## src/rtl/ui_device_controller_pkg.sv

```systemverilog
// ui_device_controller_pkg: UI device select codes and the seven-segment glyph table.
package ui_device_controller_pkg;
  localparam logic [1:0] UI_HEX  = 2'd0;
  localparam logic [1:0] UI_LEDR = 2'd1;
  localparam logic [1:0] UI_KEY  = 2'd2;
  localparam logic [1:0] UI_SW   = 2'd3;

  // Active-low segments {g,f,e,d,c,b,a}, hex glyphs 0-F
  function automatic logic [6:0] seg7(input logic [3:0] n);
    case (n)
      4'h0: seg7 = 7'b1000000;
      4'h1: seg7 = 7'b1111001;
      4'h2: seg7 = 7'b0100100;
      4'h3: seg7 = 7'b0110000;
      4'h4: seg7 = 7'b0011001;
      4'h5: seg7 = 7'b0010010;
      4'h6: seg7 = 7'b0000010;
      4'h7: seg7 = 7'b1111000;
      4'h8: seg7 = 7'b0000000;
      4'h9: seg7 = 7'b0010000;
      4'hA: seg7 = 7'b0001000;
      4'hB: seg7 = 7'b0000011;
      4'hC: seg7 = 7'b1000110;
      4'hD: seg7 = 7'b0100001;
      4'hE: seg7 = 7'b0000110;
      default: seg7 = 7'b0001110;
    endcase
  endfunction
endpackage

```

## src/rtl/ui_device_controller_seven_seg_decoder.sv

```systemverilog
// seven_seg_decoder: one hex nibble to an active-low seven-segment glyph.
module seven_seg_decoder
  import ui_device_controller_pkg::*;
(
  input  logic [3:0] i_nib,
  output logic [6:0] o_seg
);
  assign o_seg = seg7(i_nib);
endmodule

```

## src/rtl/ui_device_controller.sv

```systemverilog
// ui_device_controller: HEX/LEDR output registers, KEY/SW sync + debounce, read mux.
// Optional `define UI_KEY_STICKY_EN makes KEY reads return sticky press flags (read or W1C clears).
module ui_device_controller
  import ui_device_controller_pkg::*;
#(
  parameter int DBITS           = 32,
  parameter int KEYBITS         = 4,
  parameter int SWBITS          = 10,
  parameter int LEDRBITS        = 10,
  parameter int HEXDIGITS       = 4,
  parameter int DEBOUNCE_CYCLES = 16
) (
  input  logic                   clk,
  input  logic                   reset_n,
  input  logic [1:0]             uiDevice,
  input  logic                   uiWrtEn,
  input  logic                   uiRdEn,
  input  logic [DBITS-1:0]       dataIn,
  output logic [DBITS-1:0]       dataOut,
  input  logic [KEYBITS-1:0]     KEY,
  input  logic [SWBITS-1:0]      SW,
  output logic [LEDRBITS-1:0]    LEDR,
  output logic [7*HEXDIGITS-1:0] HEX
);
  localparam int NB = KEYBITS + SWBITS;
  localparam int CW = $clog2(DEBOUNCE_CYCLES);

  logic [4*HEXDIGITS-1:0] r_hex;
  logic [LEDRBITS-1:0]    r_ledr;
  logic [NB-1:0]          w_pin, w_deb, w_acc;
  logic [KEYBITS-1:0]     w_key_deb, w_key_rd;
  logic [SWBITS-1:0]      w_sw_deb;
  logic                   w_unused;

  // KEY inverted up front so a debounced 1 means pressed
  assign w_pin     = {SW, ~KEY};
  assign w_key_deb = w_deb[KEYBITS-1:0];
  assign w_sw_deb  = w_deb[NB-1:KEYBITS];
  assign w_unused  = ^{dataIn, uiRdEn};

  for (genvar g = 0; g < NB; g++) begin : g_in
    logic          r_s1, r_s2, r_deb;
    logic [CW-1:0] r_cnt;
    assign w_acc[g] = (r_s2 != r_deb) && (r_cnt == CW'(DEBOUNCE_CYCLES - 1));
    assign w_deb[g] = r_deb;
    always_ff @(posedge clk or negedge reset_n) begin
      if (!reset_n) begin
        r_s1  <= 1'b0;
        r_s2  <= 1'b0;
        r_deb <= 1'b0;
        r_cnt <= '0;
      end else begin
        r_s1 <= w_pin[g];
        r_s2 <= r_s1;
        if (r_s2 == r_deb) r_cnt <= '0;
        else if (w_acc[g]) begin
          r_deb <= r_s2;
          r_cnt <= '0;
        end else r_cnt <= r_cnt + 1'b1;
      end
    end
  end

  always_ff @(posedge clk or negedge reset_n) begin
    if (!reset_n) begin
      r_hex  <= '0;
      r_ledr <= '0;
    end else begin
      if (uiWrtEn && uiDevice == UI_HEX)  r_hex  <= dataIn[4*HEXDIGITS-1:0];
      if (uiWrtEn && uiDevice == UI_LEDR) r_ledr <= dataIn[LEDRBITS-1:0];
    end
  end

`ifdef UI_KEY_STICKY_EN
  logic [KEYBITS-1:0] r_key_pend, w_key_clr;
  assign w_key_clr = {KEYBITS{uiRdEn && uiDevice == UI_KEY}} |
                     ((uiWrtEn && uiDevice == UI_KEY) ? dataIn[KEYBITS-1:0] : '0);
  // A press accepted this cycle sets its flag even if a clear lands on the same edge
  always_ff @(posedge clk or negedge reset_n) begin
    if (!reset_n) r_key_pend <= '0;
    else r_key_pend <= (r_key_pend & ~w_key_clr) | (w_acc[KEYBITS-1:0] & ~w_key_deb);
  end
  assign w_key_rd = r_key_pend;
`else
  assign w_key_rd = w_key_deb;
`endif

  always_comb begin
    dataOut = (uiDevice == UI_HEX)  ? DBITS'(r_hex)    :
              (uiDevice == UI_LEDR) ? DBITS'(r_ledr)   :
              (uiDevice == UI_KEY)  ? DBITS'(w_key_rd) :
              (uiDevice == UI_SW)   ? DBITS'(w_sw_deb) : '0;
  end

  assign LEDR = r_ledr;

  for (genvar d = 0; d < HEXDIGITS; d++) begin : g_hex
    seven_seg_decoder u_dec (.i_nib(r_hex[4*d +: 4]), .o_seg(HEX[7*d +: 7]));
  end
endmodule

```

## config.mk

```make
export PLATFORM = sky130hd
export DESIGN_NAME = ui_device_controller
export DESIGN_NICKNAME = d
export VERILOG_FILES = /design/src/rtl/ui_device_controller_pkg.sv /design/src/rtl/ui_device_controller_seven_seg_decoder.sv /design/src/rtl/ui_device_controller.sv
export SDC_FILE = /design/constraint.sdc
export NUM_CORES = 1
export LEC_CHECK = 0
export BUFFER_PORTS_ARGS = -buffer_cell sky130_fd_sc_hd__buf_4
export CAP_MARGIN = 10
export CORE_MARGIN = 2
export CORE_UTILIZATION = 55
export CTS_CLUSTER_DIAMETER = 200
export DETAILED_ROUTE_END_ITERATION = 6
export GPL_TIMING_DRIVEN = 1
export MAX_ROUTING_LAYER = met4
export PLACE_DENSITY = 0.83
export SYNTH_ARGS = -nofsm -noshare
export SYNTH_HDL_FRONTEND = slang
export SYNTH_SLANG_ARGS = --single-unit
```

## constraint.sdc

```tcl
create_clock -name clk -period 2.97 [get_ports clk]
set_input_delay 0.4455 -clock clk [delete_from_list [all_inputs] [get_ports clk]]
set_output_delay 0.4455 -clock clk [all_outputs]
set_load 0.01 [all_outputs]
```

==> results of run 1 <==
==> report_power, final <==
part | total, µW | internal (µW) | switching, µW
sequential | 2040 | 1820 | 217
clock | 2060 | 1300 | 756
combinational | 1070 | 573 | 499
total | 5170 | 3700 | 1470
==> final cells by class <==
cell class / count / area [µm²] / area share
well taps: 140 / 175 / 0.0231
inverters: 30 / 113 / 0.0149
clock buffers: 19 / 432 / 0.0570
flip-flops and latches: 124 / 3100 / 0.410
clock inverters: 13 / 166 / 0.0220
repair buffers: 99 / 773 / 0.102
multi-input cells: 352 / 2810 / 0.371
==> layer usage <==
layer	share of wire	wire, µm
met5	0	0
met4	0.0090	114
met3	0.047	603
met2	0.51	6490
met1	0.43	5500
==> flip-flops by register name, summed over array words and instances (netlist names) <==
name,flops
g_in.r_deb,14
g_in.r_s2,14
g_in.r_cnt,56
LEDR,10
r_hex,16
g_in.r_s1,14
==> critical path, cell delays in order, from the launching register on <==
cell and delay (ns):
dfrtp_1 0.55, inv_1 0.18, ha_1 0.31, inv_1 0.05, mux4_2 0.44, buf_4 0.15
==> cells by family (layout without fill, tap and decap cells) <==
group	after synthesis	count (layout)	synth area share
AOI/OAI and AO/OA	89	89	0.0829
xor gates and xnor gates	29	29	0.0412
adders and majority gates	42	42	0.0851
buffers and inverters	63	161	0.0513
DFF	124	124	0.503
muxes	60	60	0.127
other	1	16	0.000608
and+or+nand+nor	116	116	0.109
==> Yosys cell counts (all sizes together), types with 4 or more instances <==
cell,number
nor3b,16
nand4b,14
ha,42
mux4,6
a211oi,4
inv,30
xnor2,29
nor2b,17
o22ai,6
o21ai,27
a21oi,37
nand3,17
mux2,48
clkbuf,10
buf,23
and2,7
a22o,6
nand2,15
nor2,19
mux2i,6
dfrtp,124
==> what timing repair did <==
action | 4_1_cts | 5_1_grt
buffers inserted | 0 | 0
hold buffers | 3 | 4
endpoints found under the hold margin | 31 | 4
==> worst max path at each step <==
stage	startpoint	endpoint	slack [ns]	cells past startpoint
after floorplan	r_hex[4]	HEX[10]	1.19	4
after global placement	r_hex[4]	HEX[10]	0.93	5
after detailed placement	r_hex[4]	HEX[10]	0.89	5
after CTS	r_hex[4]	HEX[10]	0.32	5
after global routing	r_hex[0]	HEX[3]	0.22	5
final	r_hex[0]	HEX[3]	0.32	5
==> through the flow <==
| step | setup WS (ns) | power, µW | hold slack [ns] | std cells | instance area, µm² |
|---|---|---|---|---|---|
| after floorplan | 1.19 | 2650 | 0.150 | 539 | 6230 |
| after global placement | 0.931 | 3060 | 0.333 | 738 | 6900 |
| after detailed placement | 0.888 | 3120 | 0.335 | 738 | 6900 |
| after CTS | 0.320 | 5210 | 0.000509 | 773 | 7530 |
| after global routing | 0.217 | 5430 | 0.0000202 | 777 | 7570 |
| final | 0.317 | 5170 | 0.0313 | 777 | 7570 |
==> impl_results.md, run 1 <==
- DP HPWL: 8620 µm
- 1st-iter DRT viols: 327
- Hold EP: g_in[7].r_s1
- Crit Path Max Fanout: 9
- Clock Tree Root: clkbuf_8
- Worst hold path class: in -> reg
- Die width: 110 µm
- Overall global routing resource usage: 0.233
- Seq/Total Area, Yosys: 0.503
- Worst Hold Depth: 1
- RSZ-0062 raised after global routing: false
- EDFF count, synth: 0
- Fmax: 377 MHz
- Endpoints failing hold: 0
- Synth Warn #: 0
- Top FF cell, synth: dfrtp_1
- Met1 usage: 0.282
- Worst vdd ir: 471 µV
- Lkg Pwr: 0.00352 µW
- Final Util: 0.695
- Worst-path clk slew: 0.06 ns
- Antenna Cells: 0
- Vias/cell: 5.44
- Num rows: 38
- Most common cell after layout, fill and taps aside: dfrtp_1
- Vias: 4227
- Post-synth top area share: 0.503
- Largest net degree at the start of global routing: 66
- Synth Cell Area: 6170 µm²
- Status: completed
- Core area: 10900 µm²
- Sink Count: 124
- Capturing point of the worst reg2reg path: g_in[6].r_deb
- GRT Residual Overflow: 0
- R2r startpoint: g_in[6].r_cnt[0]
- Final RePlAce weighted congestion: 0.827
- H-Tree Depth: 4
- Clock buffer depth: 2
- Most frequent cells in the layout: dfrtp_1 (124), buf_4 (91), ha_1 (42)
- Starting Density: 0.567
- Worst slew margin: 0.487
- IO buf count: 88
- Final Setup Violations: 0
- Die area: 12100 µm²
- Nets: 718
- Layout cell share with drive strength beyond 1: 0.278
- CP arrival: 2.21 ns
- GR Util met3: 0.0646
- Post_cts resized: 0
- Yosys reg bits: 124
- Worst Tran Pin Value: 0.767 ns
- Top Usage Layer GRT: met2
- Worst Setup Start Kind: flip-flop
- Top Ports: 122
- Detail Route Antenna Nets: 0
- First-pass GRT wire length: 20500 µm
- DRC viols: 0
- Initial antenna violation count: 0
- Inserted Clock Buffers: 17
- Clock insertion delay at the later pin of the skew report: 0.52 ns
- Top post-synthesis cells by area: dfrtp_1 (50%), ha_1 (8.5%), mux2_2 (6.9%)
- Syn-to-layout area delta: 22.7%
- Routed len/inst: 16.4 µm
- Synth Instances: 524
- Hold_sp: SW[3]
- CTS tree: done
- R2R Setup Slk: 1.68 ns
- Max-cap check violation count: 0
- Area leader, netlist: dfrtp_1
- Critical Path RT: 2.52 ns
- PD cells: 683 nW/µm²
- Worst r2r path cells: 3
- Crit path kind: reg -> out
- Skew final: 0.00617 ns
- Die Y: 110 µm
- Setup TNS: 0 ns
- Fillers: 761
- Met2 usage: 0.382
- Vias in the first global route: 4263
- Max-slew violation count: 0
- Final worst-path cycle share: 0.893
- First-pass detailed-route iteration total: 4
- Crit. End Element: output port
- Post-layout min period: 2.65 ns
- Final wirelength: 12700 µm
- Mean Syn Cell Area: 11.8 µm²
- Distinct cells, synth: 36
- Ys async rst share: 1.00
No activity file was read; power rests on OpenSTA's default activity.
==> run 2, diff against run 1 <==
BUFFER_PORTS_ARGS = -buffer_cell sky130_fd_sc_hd__buf_2   (was -buffer_cell sky130_fd_sc_hd__buf_4)
==> impl_results.md, run 2 (same netlist as run 1, synthesis figures left out) <==
- Status: completed
- Clock insertion delay at the later pin of the skew report: 0.51 ns
- Overall power: 5050 µW
- Setup TNS: 0 ns
- Worst vdd ir: 488 µV
- Slowest cell on crit path: dfrtp_1
- Hold_sp: SW[0]
- 1st-iter DRT viols: 235
- Post-layout min period: 2.63 ns
- Number of flip-flops in the largest register: 56
- Clock Tree Root: clkbuf_8
- Max-slew violation count: 0
- CP arrival: 2.18 ns
- Vias/cell: 5.44
- Sink Count: 124
- PD cells: 690 nW/µm²
- Final wirelength: 12300 µm
- Sequential Power Share: 0.403
- Largest net degree at the start of global routing: 48
- Sequential Area: 3100 µm²
- CP most frequent cell: inv_1
- Vias: 4200
- Num rows: 38
- Multi-input combinational cell area: 2810 µm²
- Switching share of total power: 0.288
- CP Buf/Inv Count: 3
- Top Ports: 122
- Detail Route Antenna Nets: 0
- Fmax: 381 MHz
- Die width: 110 µm
- Worst Tran Pin Value: 0.740 ns
- Routed len/inst: 16.0 µm
- Starting Density: 0.567
- Initial antenna violation count: 0
- Fillers: 785
- Lkg Pwr: 0.00343 µW
- Layout cell share with drive strength beyond 1: 0.282
- Worst Setup Start Kind: flip-flop
- Syn-to-layout area delta: 18.5%
- Gate power share: 0.188
- Critical path's top delay family: flip-flops
- Crit path launch: r_hex[0]
- Die area: 12100 µm²
- Internal Power: 3590 µW
- Crit Path Max Fanout: 9
- Final Setup Violations: 0
- Critical Path RT: 2.52 ns
- Worst-path clk slew: 0.06 ns
- Crit. End Element: output port
- DRC viols: 0
- Final RePlAce weighted congestion: 0.772
- Antenna Cells: 0
- Crit path kind: reg -> out
- Reg with most FFs: g_in.r_cnt
- R2r startpoint: g_in[4].r_cnt[0]
- First-pass GRT wire length: 20200 µm
- First-pass detailed-route iteration total: 5
- Final worst-path cycle share: 0.885
- DP HPWL: 8500 µm
- Clock buffer depth: 2
- Most common cell after layout, fill and taps aside: dfrtp_1
- Vias in the first global route: 4232
- Overall global routing resource usage: 0.226
- IO buf count: 88
- Worst hold path class: in -> reg
- Inserted Clock Buffers: 17
- GRT Residual Overflow: 0
- Skew final: 0.00536 ns
- Nets: 713
- Crit-path cells: inv_1, ha_1, inv_1, mux4_2, buf_2
- Delay of the slowest cell on the worst path: 0.53 ns
- Endpoints failing hold: 0
- Clock Power Share: 0.409
- Top Registers: g_in.r_cnt: 56 flops, r_hex: 16 flops
- Most frequent cells in the layout: dfrtp_1 (124), buf_2 (87), ha_1 (42)
- RSZ-0062 raised after global routing: false
- Core area: 10900 µm²
- P_sw: 1450 µW
- Max-cap check violation count: 0
- Worst slew margin: 0.505
- CTS tree: done
- H-Tree Depth: 4
- Die Y: 110 µm
==> run 2: cell types whose count changed in the layout (fill, tap and decap cells not counted), sizes merged <==
cell,before,now
buf,92,93
clkinv,5,2
clkinvlp,3,6
dlygate4sd3,7,1
==> run 2: final timing paths <==
check | to | slack [ns] | depth (start not counted)
setup / recovery | HEX[3] | 0.34 | 5
hold / removal | g_in[4].r_s1 | 0.04 | 1
setup reg to reg | g_in[4].r_deb | 1.67 | 3
hold reg to reg | g_in[4].r_s2 | 0.35 | 0
max in group asynchronous | g_in[8].r_cnt[1] | 1.74 | 3
min in group asynchronous | g_in[0].r_s2 | 0.50 | 2
==> run 2: per-layer routing <==
metal | vias up | routed length (µm) | part of all wire | GRT usage
met4 | 0 | 145 | 0.012 | 0.0759
li1 | 1988 | - | - | -
met3 | 13 | 748 | 0.061 | 0.0557
met1 | 2077 | 5360 | 0.43 | 0.274
met2 | 122 | 6060 | 0.49 | 0.371
met5 | - | 0 | 0 | -
==> run 2: worst reg2reg max path, cell delays in order (launching register included) <==
cell and delay, ns:
dfrtp_1 0.43, ha_1 0.27, nand3_1 0.14, mux2_2 0.35
==> run 2: metrics by stage <==
step / setup WS [ns] / instances / area, µm² / utilization / hold WS (ns)
global route: 0.222 / 772 / 7310 / 0.672 / 0.0158
detailed placement: 0.866 / 739 / 6710 / 0.616 / 0.335
floorplan: 1.19 / 539 / 6230 / - / 0.150
CTS: 0.319 / 772 / 7310 / 0.672 / 0.0191
global placement: 0.947 / 739 / 6710 / 0.616 / 0.333
finish: 0.343 / 772 / 7310 / 0.672 / 0.0402
==> run 2: what timing repair did <==
| action | in CTS | in global routing |
|---|---|---|
| buffers inserted | 0 | 0 |
| endpoints found under the hold margin | 44 | 0 |
| gates resized for setup | 0 | 0 |
| hold buffers | 1 | 0 |
==> run 2: layout make-up <==
class / instances / share of cell area
Tap cell: 140 / 0.0240
Sequential cell: 124 / 0.424
Clock inverter: 13 / 0.0228
Inverter: 30 / 0.0154
Clock buffer: 19 / 0.0590
Multi-Input combinational cell: 352 / 0.384
Timing Repair Buffer: 94 / 0.0705
==> run 2: power by group through the flow <==
| stage | clock network [µW] | registers (µW) | logic (µW) |
|---|---|---|---|
| after floorplan | 0 | 1970 | 677 |
| after global placement | 0 | 2040 | 912 |
| after detailed placement | 0 | 2060 | 947 |
| after CTS | 2100 | 2030 | 960 |
| after global routing | 2170 | 2060 | 1070 |
| final | 2060 | 2030 | 949 |
==> run 3, diff against run 2 <==
PLACE_DENSITY = not set   (was 0.83)
PLACE_DENSITY_LB_ADDON = 0.3   (was not set)
==> impl_results.md, run 3 (same netlist as run 1, synthesis figures left out) <==
- Status: completed
- Routed len/inst: 15.4 µm
- Max-slew violation count: 0
- Final RePlAce weighted congestion: 0.748
- Worst slew margin: 0.506
- RSZ-0062 raised after global routing: false
- Clock insertion delay at the later pin of the skew report: 0.51 ns
- Number of setup buffers added after CTS: 0
- Layout cell share with drive strength beyond 1: 0.282
- CP arrival: 2.16 ns
- Clock Tree Root: clkbuf_8
- Crit Path Max Fanout: 9
- Vias: 4122
- Worst Setup Start Kind: flip-flop
- Fmax: 383 MHz
- Largest net degree at the start of global routing: 56
- Most frequent cells in the layout: dfrtp_1 (124), buf_2 (87), ha_1 (42)
- Core area: 10900 µm²
- Crit. End Element: output port
- Nets: 713
- Reg with most FFs: g_in.r_cnt
- Dpl ws: 0.820 ns
- Setup TNS: 0 ns
- H-Tree Depth: 4
- Clock buffer depth: 2
- Inserted Clock Buffers: 17
- Final wirelength: 11900 µm
- Worst vdd ir: 404 µV
- PD cells: 666 nW/µm²
- First-pass GRT wire length: 20000 µm
- Fillers: 825
- DRC viols: 0
- Vias in the first global route: 4197
- Lkg Pwr: 0.00341 µW
- Critical Path RT: 2.52 ns
- Max-cap check violation count: 0
- Final WS setup: 0.361 ns
- Detail Route Antenna Nets: 0
- Die Y: 110 µm
- Die width: 110 µm
- Post-layout min period: 2.61 ns
- Worst Tran Pin Value: 0.738 ns
- Worst hold path class: in -> reg
- IO buf count: 88
- Top Ports: 122
- Number of flip-flops in the largest register: 56
- Vias/cell: 5.33
- GRT Residual Overflow: 0
- First-pass detailed-route iteration total: 4
- Die area: 12100 µm²
- Skew final: 0.00697 ns
- Crit path kind: reg -> out
- Overall global routing resource usage: 0.226
- Initial antenna violation count: 0
- Syn-to-layout area delta: 17.6%
- Final worst-path cycle share: 0.879
- Final Setup Violations: 0
- CTS tree: done
- Worst r2r path cells: 3
- Endpoints failing hold: 0
- DP HPWL: 8500 µm
- Top Registers: g_in.r_cnt: 56 flops, r_hex: 16 flops
- 1st-iter DRT viols: 317
- Worst Hold Depth: 1
- Post_cts resized: 0
- Num rows: 38
- Sink Count: 124
- Worst-path clk slew: 0.06 ns
- Most common cell after layout, fill and taps aside: dfrtp_1
- Starting Density: 0.567
-- run 3: cell types whose count changed in the layout (fill, tap and decap cells not counted), sizes merged --
cell,change
clkinv,+5
bufinv,-2
inv,-2
clkinvlp,-1
diode,+1
-- run 3: worst paths after layout --
path / start / to / slack (ns)
min in group asynchronous: reset_n / g_in[10].r_cnt[0] / 0.52
setup / recovery: r_hex[0] / HEX[3] / 0.36
hold / removal: SW[2] / g_in[6].r_s1 / 0.03
max in group asynchronous: reset_n / g_in[1].r_cnt[3] / 1.65
hold reg to reg: g_in[1].r_s1 / g_in[1].r_s2 / 0.34
setup reg to reg: g_in[3].r_cnt[0] / g_in[3].r_deb / 1.72
-- run 3: routing by layer --
layer	GRT usage	up-vias	part of all wire
li1	-	1990	-
met3	0.0628	4	0.063
met4	0.0741	0	0.0070
met2	0.364	110	0.49
met5	-	-	0
met1	0.275	2018	0.44
-- run 3: report_power, final --
part | internal, µW | total [µW] | switching, µW | leakage [µW]
clock network | 1130 | 1880 | 744 | 0.000256
logic | 464 | 930 | 466 | 0.00158
registers | 1820 | 2030 | 208 | 0.00158
total | 3420 | 4840 | 1420 | 0.00341
-- run 3: worst max-delay path, stage by stage, from the launching register on --
cell and delay, ns:
dfrtp_1 0.52, inv_1 0.17, ha_1 0.31, inv_1 0.05, mux4_2 0.45, buf_2 0.15
-- run 3: area by class of cell --
class	count	area [µm²]	share of cell area
Sequential cell	124	3100	0.428
Multi-Input combinational cell	352	2810	0.387
Timing Repair Buffer	94	503	0.0693
Clock buffer	19	432	0.0595
Tap cell	140	175	0.0241
Clock inverter	13	121	0.0167
Inverter	30	113	0.0155
Antenna cell	1	2.50	0.000345
-- run 3: repair_timing --
action / 4_1_cts / 5_1_grt
endpoints found under the hold margin: 33 / 0
hold buffers: 1 / 0
endpoints found under the setup margin: 0 / 0
-- run 3: through the flow --
| stage | std cells | power (µW) | utilization | area [µm²] | hold WS, ns |
|---|---|---|---|---|---|
| final | 773 | 4840 | 0.667 | 7260 | 0.0328 |
| after global routing | 772 | 5100 | 0.666 | 7260 | 0.00621 |
| after CTS | 772 | 4880 | 0.666 | 7260 | 0.00718 |
| after detailed placement | 739 | 2990 | 0.615 | 6690 | 0.335 |
| after global placement | 739 | 2940 | 0.615 | 6690 | 0.333 |
| after floorplan | 539 | 2650 | - | 6230 | 0.150 |
